`config.mk`:
```
export PLATFORM = sky130hd
export DESIGN_NAME = reel_spin_controller_flat
export DESIGN_NICKNAME = d
export VERILOG_FILES = /design/src/rtl/reel_pkg.sv /design/src/rtl/reel_spin_controller_if.sv /design/src/rtl/reel_match_classifier.sv /design/src/rtl/reel_spin_controller.sv /design/src/flat_wrapper.sv
export SDC_FILE = /design/constraint.sdc
export NUM_CORES = 1
export LEC_CHECK = 0
export ABC_CLOCK_PERIOD_IN_PS = 6300
export BUFFER_PORTS_ARGS = -buffer_cell sky130_fd_sc_hd__clkbuf_2
export CAP_MARGIN = 0
export CELL_PAD_IN_SITES_DETAIL_PLACEMENT = 1
export CELL_PAD_IN_SITES_GLOBAL_PLACEMENT = 1
export CORE_MARGIN = 2
export CORE_UTILIZATION = 43
export DETAILED_ROUTE_END_ITERATION = 10
export HOLD_SLACK_MARGIN = 0.03
export PLACE_DENSITY = 0.78
export SLEW_MARGIN = 5
export SYNTH_ARGS = -nofsm -noshare
export SYNTH_HDL_FRONTEND = slang
export SYNTH_SLANG_ARGS = --single-unit
```
`constraint.sdc`:
```
create_clock -name clk -period 6.3 [get_ports clk]
set_input_delay 1.26 -clock clk [delete_from_list [all_inputs] [get_ports clk]]
set_output_delay 1.26 -clock clk [all_outputs]
set_load 0.02 [all_outputs]
```
`src/rtl/reel_pkg.sv`:
```
// Shared types and constants for the four-reel spin controller.
// Holds the FSM state encoding, win codes and payout table.
package reel_pkg;

    localparam int CREDIT_W = 8;

    typedef enum logic [2:0] {
        IDLE,
        SPIN,
        SETTLE,
        EVAL,
        PAYOUT
    } state_t;

    localparam logic [2:0] WIN_NONE     = 3'd0;
    localparam logic [2:0] WIN_PAIR     = 3'd1;
    localparam logic [2:0] WIN_TWO_PAIR = 3'd2;
    localparam logic [2:0] WIN_THREE    = 3'd3;
    localparam logic [2:0] WIN_FOUR     = 3'd4;

    localparam logic [CREDIT_W-1:0] PAY_NONE     = 8'd0;
    localparam logic [CREDIT_W-1:0] PAY_PAIR     = 8'd2;
    localparam logic [CREDIT_W-1:0] PAY_TWO_PAIR = 8'd5;
    localparam logic [CREDIT_W-1:0] PAY_THREE    = 8'd10;
    localparam logic [CREDIT_W-1:0] PAY_FOUR     = 8'd50;

    typedef struct packed {
        logic [2:0]          code;
        logic [CREDIT_W-1:0] pay;
    } match_t;

endpackage

```
`src/rtl/reel_spin_controller_if.sv`:
```
// Link between the spin controller and the four-reel generator.
// The controller drives the stop level and reads the reel digits.
interface reel_spin_controller_if;

    logic       stop_int;
    logic [3:0] rand_num1;
    logic [3:0] rand_num2;
    logic [3:0] rand_num3;
    logic [3:0] rand_num4;

    modport master (
        output stop_int,
        input  rand_num1,
        input  rand_num2,
        input  rand_num3,
        input  rand_num4
    );

    modport slave (
        input  stop_int,
        output rand_num1,
        output rand_num2,
        output rand_num3,
        output rand_num4
    );

endinterface

```
`src/rtl/reel_match_classifier.sv`:
```
// Combinational scoring of four reel digits into win code and payout.
// Equal-pair count over the 6 comparisons is unique per pattern.
module reel_match_classifier
    import reel_pkg::*;
(
    input  logic [3:0] d1,
    input  logic [3:0] d2,
    input  logic [3:0] d3,
    input  logic [3:0] d4,
    output match_t     match
);

    logic [2:0] pairs;

    assign pairs = 3'(d1 == d2) + 3'(d1 == d3) + 3'(d1 == d4)
                 + 3'(d2 == d3) + 3'(d2 == d4) + 3'(d3 == d4);

    always_comb begin
        match = '{code: WIN_NONE, pay: PAY_NONE};
        unique case (1'b1)
            (pairs == 3'd6): match = '{code: WIN_FOUR,     pay: PAY_FOUR};
            (pairs == 3'd3): match = '{code: WIN_THREE,    pay: PAY_THREE};
            (pairs == 3'd2): match = '{code: WIN_TWO_PAIR, pay: PAY_TWO_PAIR};
            (pairs == 3'd1): match = '{code: WIN_PAIR,     pay: PAY_PAIR};
            default:         match = '{code: WIN_NONE,     pay: PAY_NONE};
        endcase
    end

endmodule

```
`src/rtl/reel_spin_controller.sv`:
```
// Spin/stop/settle sequencing for the four-reel generator.
// Captures the settled digits, scores them and updates credits.
module reel_spin_controller
    import reel_pkg::*;
#(
    parameter int BET             = 1,
    parameter int INIT_CREDITS    = 20,
    parameter int MIN_SPIN_CYCLES = 64,
    parameter int MAX_SPIN_CYCLES = 2**26,
    parameter int SETTLE_CYCLES   = 410
) (
    input  logic                  clk,
    input  logic                  reset,
    input  logic                  spin_btn,
    input  logic                  stop_btn,
    reel_spin_controller_if.master gen,
    output logic [CREDIT_W-1:0]   credits,
    output logic [CREDIT_W-1:0]   payout,
    output logic [2:0]            win_code,
    output logic                  result_valid,
    output logic                  no_credit,
    output logic                  busy
);

    localparam int CNT_MAX = (MAX_SPIN_CYCLES > SETTLE_CYCLES) ?
                             MAX_SPIN_CYCLES : SETTLE_CYCLES;
    localparam int CNT_W   = $clog2(CNT_MAX + 1);

    state_t          state;
    state_t          state_nxt;
    logic [CNT_W-1:0] cnt;
    logic [3:0]      cap1, cap2, cap3, cap4;
    match_t          match;
    logic            can_pay;
    logic            stop_ok;
    logic            spin_done;
    logic            settle_done;
    logic [CREDIT_W:0] sum;

    assign can_pay     = credits >= CREDIT_W'(BET);
    assign stop_ok     = stop_btn && (cnt >= CNT_W'(MIN_SPIN_CYCLES));
    assign spin_done   = cnt == CNT_W'(MAX_SPIN_CYCLES - 1);
    assign settle_done = cnt == CNT_W'(SETTLE_CYCLES - 1);
    assign sum         = {1'b0, credits} + {1'b0, match.pay};

    reel_match_classifier u_classifier (
        .d1    (cap1),
        .d2    (cap2),
        .d3    (cap3),
        .d4    (cap4),
        .match (match)
    );

    always_ff @(posedge clk) begin
        if (!reset) state <= IDLE;
        else        state <= state_nxt;
    end

    always_comb begin
        state_nxt = state;
        unique case (state)
            IDLE:    if (spin_btn && can_pay) state_nxt = SPIN;
            SPIN:    if (stop_ok || spin_done) state_nxt = SETTLE;
            SETTLE:  if (settle_done) state_nxt = EVAL;
            EVAL:    state_nxt = PAYOUT;
            PAYOUT:  state_nxt = IDLE;
            default: state_nxt = IDLE;
        endcase
    end

    always_comb begin
        gen.stop_int = (state != SPIN);
        busy         = (state != IDLE);
    end

    // Counter restarts on every state change so SPIN and SETTLE both start at 0.
    always_ff @(posedge clk) begin
        if (!reset) begin
            cnt          <= '0;
            credits      <= CREDIT_W'(INIT_CREDITS);
            payout       <= '0;
            win_code     <= WIN_NONE;
            result_valid <= 1'b0;
            no_credit    <= 1'b0;
            cap1         <= '0;
            cap2         <= '0;
            cap3         <= '0;
            cap4         <= '0;
        end else begin
            result_valid <= 1'b0;
            no_credit    <= 1'b0;
            if (state == IDLE || state_nxt != state) cnt <= '0;
            else                                     cnt <= cnt + 1'b1;
            if (state == IDLE && spin_btn) begin
                if (can_pay) credits <= credits - CREDIT_W'(BET);
                else         no_credit <= 1'b1;
            end
            if (state == EVAL) begin
                cap1 <= gen.rand_num1;
                cap2 <= gen.rand_num2;
                cap3 <= gen.rand_num3;
                cap4 <= gen.rand_num4;
            end
            if (state == PAYOUT) begin
                credits      <= sum[CREDIT_W] ? '1 : sum[CREDIT_W-1:0];
                payout       <= match.pay;
                win_code     <= match.code;
                result_valid <= 1'b1;
            end
        end
    end

endmodule

```
`src/flat_wrapper.sv`:
```
// flat-port wrapper written by rule: the top's interface ports become plain ports
module reel_spin_controller_flat import reel_pkg::*;
#(
    parameter int BET             = 1,
    parameter int INIT_CREDITS    = 20,
    parameter int MIN_SPIN_CYCLES = 64,
    parameter int MAX_SPIN_CYCLES = 2**26,
    parameter int SETTLE_CYCLES   = 410
)
  (clk, reset, spin_btn, stop_btn, credits, payout, win_code, result_valid, no_credit, busy, gen_stop_int, gen_rand_num1, gen_rand_num2, gen_rand_num3, gen_rand_num4);
  reel_spin_controller_if gen_i ();
  input  logic clk;
  input  logic reset;
  input  logic spin_btn;
  input  logic stop_btn;
  output logic [CREDIT_W-1:0] credits;
  output logic [CREDIT_W-1:0] payout;
  output logic [2:0] win_code;
  output logic result_valid;
  output logic no_credit;
  output logic busy;
  output wire logic [$bits(gen_i.stop_int)-1:0] gen_stop_int;
  input wire logic [$bits(gen_i.rand_num1)-1:0] gen_rand_num1;
  input wire logic [$bits(gen_i.rand_num2)-1:0] gen_rand_num2;
  input wire logic [$bits(gen_i.rand_num3)-1:0] gen_rand_num3;
  input wire logic [$bits(gen_i.rand_num4)-1:0] gen_rand_num4;
  assign gen_stop_int = gen_i.stop_int;
  assign gen_i.rand_num1 = gen_rand_num1;
  assign gen_i.rand_num2 = gen_rand_num2;
  assign gen_i.rand_num3 = gen_rand_num3;
  assign gen_i.rand_num4 = gen_rand_num4;
  reel_spin_controller #(.BET(BET), .INIT_CREDITS(INIT_CREDITS), .MIN_SPIN_CYCLES(MIN_SPIN_CYCLES), .MAX_SPIN_CYCLES(MAX_SPIN_CYCLES), .SETTLE_CYCLES(SETTLE_CYCLES)) u_core (.clk(clk), .reset(reset), .spin_btn(spin_btn), .stop_btn(stop_btn), .gen(gen_i), .credits(credits), .payout(payout), .win_code(win_code), .result_valid(result_valid), .no_credit(no_credit), .busy(busy));
endmodule
```
==> results.md, run 1 <==
- DRC violations left: 0
- Largest net degree at the start of global routing: 31
- Endpoints failing setup: 0
- Mapped Avg Cell Area: 8.10 µm²
- Met3 Use GR: 4.83%
- Share of cells above drive strength 1: 15.6%
- Setup Skew: 0.00834 ns
- Fin area: 3920 µm²
- Critical path arrival: 5.52 ns
- Global-route wire length before repair: 14600 µm
- Total Wirelength: 8660 µm
- Mapped cell area: 3440 µm²
- Seq cells post-synth: 62
- Clock Tree Root: clkbuf_8
- Final Power: 907 µW
- Max H-tree Level: 3
- Post-CTS Resized: 0
- Area growth, synth to finish: 13.7%
- WL/cell: 15.4 µm
- Diodes inserted: 0
- DR iter-0 viols: 94
- Sequential fraction of the synthesis area: 36.1%
- Setup CP Type: reg -> reg
- Number of flops mapped to enable cells by yosys: 0
- Num CTS Buffers: 9
- Die ar.: 8740 µm²
- Avg Vias per Cell: 5.37
- Most frequent cells in the layout: nand2_1 (64), dfxtp_1 (62), nor2_1 (40), clkbuf_2 (40), a21oi_1 (33)
- Placed Area: 3660 µm²
- Crit start category: flip-flop
- Die H: 93.5 µm
- Latest clock arrival within the worst-skew pair: 0.34 ns
- WP data required: 6.56 ns
- Post-DP HPWL: 6190 µm
- Boundary pin count: 43
- Crit-path cells: xor2_1 > nor4_1 > fa_1 > inv_1 > fa_1 > inv_1 > ha_1 > inv_1 > fa_1 > nor2b_1 > nor2b_1 > ha_1 > inv_1 > fa_1 > nor2b_1 > o31a_1 > nor2_1 > o21ai_0 > o21ai_0 > a21oi_1
- Via count: 3030
- Commonest non-fill, non-tap cell in the layout: nand2_1
- Synth top area cells: dfxtp_1 (36%), xor2_1 (7.6%), nand2_1 (7.0%)
- Port Buffers: 40
- CTS Hold Bufs: 0
- Tmin final: 5.26 ns
- Post-synthesis compound-gate area fraction: 10.9%
- Final hold vios: 0
- Outcome: complete, no violations
- Area leader, netlist: dfxtp_1
- Layout net count: 493
- Total gr overflow: 0
- Cell Pwr Density: 232 nW/µm²
- Crit end category: flip-flop
- Main combinational cell family by area after synthesis: simple AND/OR/NAND/NOR gates
- Chip width: 93.5 µm
- VDD IR max: 0.000149 V
- Worst Hold Class: reg -> reg
- Most used DFF post-synth: dfxtp_1
- FP Rows: 32
- Most Crowded Layer GR: met2
- Synth cell types: 48
- Routability cong.: 0.833
- Post-route ant nets: 0
- Router iterations before antenna repair: 4
- # Post-CTS Setup Buffers: 0
- Max cap viols: 0
- CTS tree: yes
- Worst-Margin Slew: 1.05 ns
- Asr flop ratio synth: 0%
- Initial antenna violation count: 0
- YS warnings: 0
- Setup TNS Final: 0 ns
- CP peak stage delay: 0.51 ns
- Clk slew on worst S/H paths: 0.07 ns
- Initial Util: 44.5%
- RSZ-0062 raised after global routing: false
- Max Buffers Root-to-Sink: 2
- Fillers: 980
- Vias in the first global route: 3110
- Post-Synth Simple-Gate Area: 26.6%
- Max-slew violation count: 0
- Post-Synthesis Cells: 425
- Maximum fanout along the worst path: 6
- Slowest cell on crit path: o21ai_0
- Post-Synth XOR/XNOR Area: 14.0%
- Slew margin rel.: 30.1%
- Global Route met2 Usage: 38.8%
- Adder-cell share of the synthesized area: 6.69%
- Total track usage: 21.2%
- Core Box Area: 7730 µm²
- CTS sink count: 62
- Post-synthesis mux area share: 0%
- GR Util met1: 24.0%
- Synth top area share: 36.1%
- Max frequency: 190 MHz
- Lkg Pwr: 0.00154 µW
- Final Cycle Share: 83.5%
==> area by class of cell <==
cell class	instances	area [µm²]	share of cell area [%]
Timing Repair Buffer	40	200	5.11
Clock inverter	2	60.1	1.53
Sequential cell	62	1240	31.7
Inverter	22	82.6	2.11
Multi-Input combinational cell	322	2010	51.4
Tap cell	102	128	3.26
Clock buffer	14	193	4.92
==> power by group <==
part           internal [µW]  switching, µW  total [µW]
Combinational           26.8           42.2        69.0
Sequential               396           9.53         406
Clock                    277            155         432
==> path summary, 6_finish.rpt <==
| check | from | cells after the start | end | slack (ns) |
|---|---|---|---|---|
| worst max-delay path | u_core.cap1[0] | 20 | u_core.credits[1] | 1.04 |
| worst min-delay path | u_core.win_code[1] | 2 | u_core.win_code[1] | 0.46 |
| worst max register to register | u_core.cap1[0] | 20 | u_core.credits[1] | 1.04 |
| worst min register to register | u_core.win_code[1] | 2 | u_core.win_code[1] | 0.46 |
==> Yosys cell counts, drive strengths merged (11+ instances only) <==
library cell	count
nand4	12
clkbuf	11
nor4	16
inv	22
nand2	64
o21ai	13
nand3	13
dfxtp	62
a21oi	33
xnor2	25
nor2	49
xor2	30
ha	12
==> metrics by stage <==
stage	worst slack (ns)	utilization, %	cells	hold WS, ns
6_report	1.04	50.7	564	0.464
5_1_grt	0.641	50.7	564	0.495
4_1_cts	1.01	50.7	564	0.461
3_5_place_dp	1.08	47.4	548	0.451
3_3_place_gp	1.43	47.4	548	0.446
2_1_floorplan	1.84	-	426	0.455
==> registers in the layout (all words and copies together) (netlist names) <==
name                 flops
u_core.win_code          2
u_core.result_valid      1
u_core.cap3              4
u_core.payout            4
u_core.cap4              4
u_core.cap2              4
u_core.no_credit         1
u_core.cnt              27
u_core.credits           8
u_core.state             3
u_core.cap1              4
==> routing by layer <==
| layer | up-vias | wire length (µm) |
|---|---|---|
| met5 | - | 0 |
| met4 | 0 | 151 |
| met3 | 12 | 291 |
| met2 | 48 | 4500 |
| met1 | 1475 | 3720 |
| li1 | 1495 | - |
==> critical path, delay by kind of cell, from the launching register on <==
kind | cells | cell delay (ns)
xor gates and xnor gates | 1 | 0.19
DFF | 1 | 0.36
and+or+nand+nor | 5 | 1.16
AOI/OAI and AO/OA | 4 | 1.05
adders and majority gates | 6 | 2.13
buffers and inverters | 4 | 0.30
==> kinds of logic after synthesis <==
group,Yosys count
compound gates,62
xor+xnor,55
fa+ha+maj,16
buf+inv,42
flops,62
other cells,1
simple gates,187
(Power assumes the default switching activity.)
==> run 2: changes to the inputs <==
--- a/config.mk
+++ b/config.mk
@@ -5,16 +5,16 @@
 export SDC_FILE = /design/constraint.sdc
 export NUM_CORES = 1
 export LEC_CHECK = 0
-export ABC_CLOCK_PERIOD_IN_PS = 6300
+export ABC_CLOCK_PERIOD_IN_PS = 4780
 export BUFFER_PORTS_ARGS = -buffer_cell sky130_fd_sc_hd__clkbuf_2
 export CAP_MARGIN = 0
 export CELL_PAD_IN_SITES_DETAIL_PLACEMENT = 1
 export CELL_PAD_IN_SITES_GLOBAL_PLACEMENT = 1
 export CORE_MARGIN = 2
-export CORE_UTILIZATION = 43
+export CORE_UTILIZATION = 39
 export DETAILED_ROUTE_END_ITERATION = 10
 export HOLD_SLACK_MARGIN = 0.03
-export PLACE_DENSITY = 0.78
+export PLACE_DENSITY = 0.75
 export SLEW_MARGIN = 5
 export SYNTH_ARGS = -nofsm -noshare
 export SYNTH_HDL_FRONTEND = slang
==> constraint.sdc (replaced) <==
create_clock -name clk -period 4.78 [get_ports clk]
set_input_delay 0.956 -clock clk [delete_from_list [all_inputs] [get_ports clk]]
set_output_delay 0.956 -clock clk [all_outputs]
set_load 0.02 [all_outputs]
==> run 2 against run 1 <==
Critical path type unchanged. Utilization down 4.4 points. Count of clock-buffer cells in the layout down 2. Worst hold slack worse by 0.0053 ns.
==> results.md, run 2 (synthesis gave the netlist of run 1 again) <==
- Switching component of the power: 266 µW (+29%)
- Initial Util: 39.9% (-4.7 points)
- Hold_sp: u_core.payout[3]
- Total Wirelength: 8820 µm (+1.8%)
- Sw Ratio: 26.1% (+3.3 points)
- Avg Vias per Cell: 5.21 (-3.1%)
- WHS Endpoint: u_core.payout[3]
- Total track usage: 18.7% (-2.5 points)
- Outcome: complete, no violations
- Vias in the first global route: 3099 (-0.35%)
- Biggest regs: u_core.cnt: 27 flops, u_core.credits: 8 flops
- CTS sink count: 62 (unchanged)
- Final Cycle Share: 98.0% (+14 points)
- Most frequent cells in the layout: nand2_1 (64), dfxtp_1 (52), nor2_1 (40), clkbuf_2 (40), a21oi_1 (33)
- Placed insts: 557 (+1.6%)
- Fin cells: 575 (+2.0%)
- Critical path arrival: 4.94 ns (-0.58 ns)
- Multi-input logic area: 2110 µm² (+5.1%)
- GR Util met1: 22.9% (-1.1 points)
- Num CTS Buffers: 9 (unchanged)
- Largest net degree at the start of global routing: 31 (unchanged)
- Clk slew on worst S/H paths: 0.07 ns (about the same)
- Port Buffers: 40 (unchanged)
- Pint: 754 µW (+7.7%)
- Fin util: 46.2% (-4.4 points)
- Crit end category: flip-flop
- WL/cell: 15.3 µm (-0.14%)
- Most Crowded Layer GR: met2
- Final hold vios: 0 (unchanged)
- Max frequency: 214 MHz (+12%)
- Hold depth: 2 (unchanged)
- Die ar.: 9590 µm² (+9.8%)
- Biggest register: u_core.cnt
- Worst R2R Start: u_core.cap2[1]
- Max cap viols: 0 (unchanged)
- Setup Skew: 0.00876 ns (+0.000421 ns)
- Met3 Use GR: 4.44% (-0.40 points)
- Global Route met2 Usage: 33.3% (-5.6 points)
- Register share of total power: 52.4% (+7.7 points)
- Post-route ant nets: 0 (unchanged)
- Max-slew violation count: 0 (unchanged)
- Clock power share: 38.5% (-9.1 points)
- Max H-tree Level: 3 (unchanged)
- VDD IR max: 0.000184 V (+23%)
- Routability cong.: 0.877 (+5.2%)
- Chip width: 97.9 µm (+4.8%)
- WP data required: 5.04 ns (-1.52 ns)
- Boundary pin count: 43 (unchanged)
- Via count: 2993 (-1.2%)
- Crit start category: flip-flop
- Lkg Pwr: 0.00154 µW (+0.13%)
- Max reg flops: 27 (unchanged)
- FF-to-FF End: u_core.credits[3]
- FF+latch area: 1250 µm² (+1.0%)
- Latest clock arrival within the worst-skew pair: 0.34 ns (about the same)
- Endpoints failing setup: 0 (unchanged)
- Fillers: 1065 (+8.7%)
- CTS Hold Bufs: 0 (unchanged)
- Setup TNS Final: 0 ns (unchanged)
- Layout net count: 500 (+1.4%)
- Clock Tree Root: clkbuf_8
- Worst-Margin Slew: 1.03 ns (-0.0150 ns)
- Diodes inserted: 0 (unchanged)
- Initial antenna violation count: 0 (unchanged)
- Router iterations before antenna repair: 4 (unchanged)
- FP Rows: 34 (+6.3%)
- Final Power: 1020 µW (+12%)
- Slew margin rel.: 31.1% (+1.0 points)
- Post-DP HPWL: 6320 µm (+2.1%)
- Setup CP Type: reg -> reg
- Comb power frac: 9.1% (+1.5 points)
- Worst Hold Class: reg -> reg
- Global-route wire length before repair: 14800 µm (+1.3%)
- Reg2reg setup slack: 0.1 ns (-0.94 ns)
- Die H: 97.9 µm (+4.8%)
- Total gr overflow: 0 (unchanged)
- Maximum fanout along the worst path: 6 (unchanged)
- Cell Pwr Density: 255 nW/µm² (+10%)
- Tmin final: 4.68 ns (-0.580 ns)
- Share of cells above drive strength 1: 21.4% (+5.8 points)
- Core Box Area: 8640 µm² (+12%)
- DR iter-0 viols: 77 (-18%)
- R2R depth: 21 (+5.0%)
- Area growth, synth to finish: 16.0%
- Commonest non-fill, non-tap cell in the layout: nand2_1
- CTS tree: yes
- DRC violations left: 0 (unchanged)
- Max Buffers Root-to-Sink: 2 (unchanged)
-- run 2: area by class of cell --
cell class              count  share of cell area, %
flip-flops and latches     62                   31.4
repair buffers             47                   6.33
multi-input cells         322                   52.9
clock buffers              12                   3.64
well taps                 108                   3.38
inverters                  22                   2.07
clock inverters             2                  0.251
-- run 2: how the worst max path moves through the flow --
stage                        start           endpoint  slack [ns]
finish              u_core.cap2[1]  u_core.credits[3]         0.1
global route        u_core.cap1[2]  u_core.credits[0]       -0.12
CTS                 u_core.cap1[2]  u_core.credits[6]       0.002
detailed placement  u_core.cap1[1]  u_core.credits[6]       -0.11
global placement    u_core.cap1[1]  u_core.credits[6]        0.23
floorplan           u_core.cap1[1]  u_core.credits[0]        0.32
-- run 2: worst max-delay path: stages (launching register included) --
cell and delay (ns):
dfxtp_1 0.46, xor2_1 0.27, nor4_2 0.08, fa_1 0.51, inv_1 0.06, fa_1 0.53
inv_1 0.05, ha_1 0.19, inv_1 0.07, fa_1 0.45, nor2b_2 0.19, nor2b_4 0.18
ha_2 0.18, inv_1 0.05, fa_2 0.36, nor2b_2 0.15, o31a_1 0.21, nor2_1 0.05
o21ai_0 0.18, buf_4 0.18, o22ai_1 0.08, a21oi_1 0.13
-- run 2: stage by stage --
stage | hold WS, ns | setup WS (ns) | instance area [µm²]
final | 0.459 | 0.0975 | 3990
after global placement | 0.447 | 0.226 | 3690
after global routing | 0.480 | -0.116 | 3990
after CTS | 0.461 | 0.00236 | 3880
after detailed placement | 0.451 | -0.113 | 3690
after floorplan | 0.455 | 0.320 | 3450
-- run 2: what timing repair did --
item	in CTS	in global routing
gates cloned	0	0
setup endpoints to repair	7	8
setup buffers	1	3
gates resized for setup	7	23
pin swaps	2	5
-- run 2: layer usage --
metal	vias to the layer above	part of all wire, %
met2	43	50
met4	0	0.99
met1	1444	46
met5	-	0
li1	1498	-
met3	8	3.1
-- run 2: power groups by stage --
stage / combinational [µW] / sequential, µW / clock (µW)
after floorplan: 61.2 / 547 / 0
after CTS: 91.7 / 535 / 408
after global placement: 88.0 / 546 / 0
after detailed placement: 90.9 / 547 / 0
final: 92.4 / 535 / 393
after global routing: 103 / 536 / 426
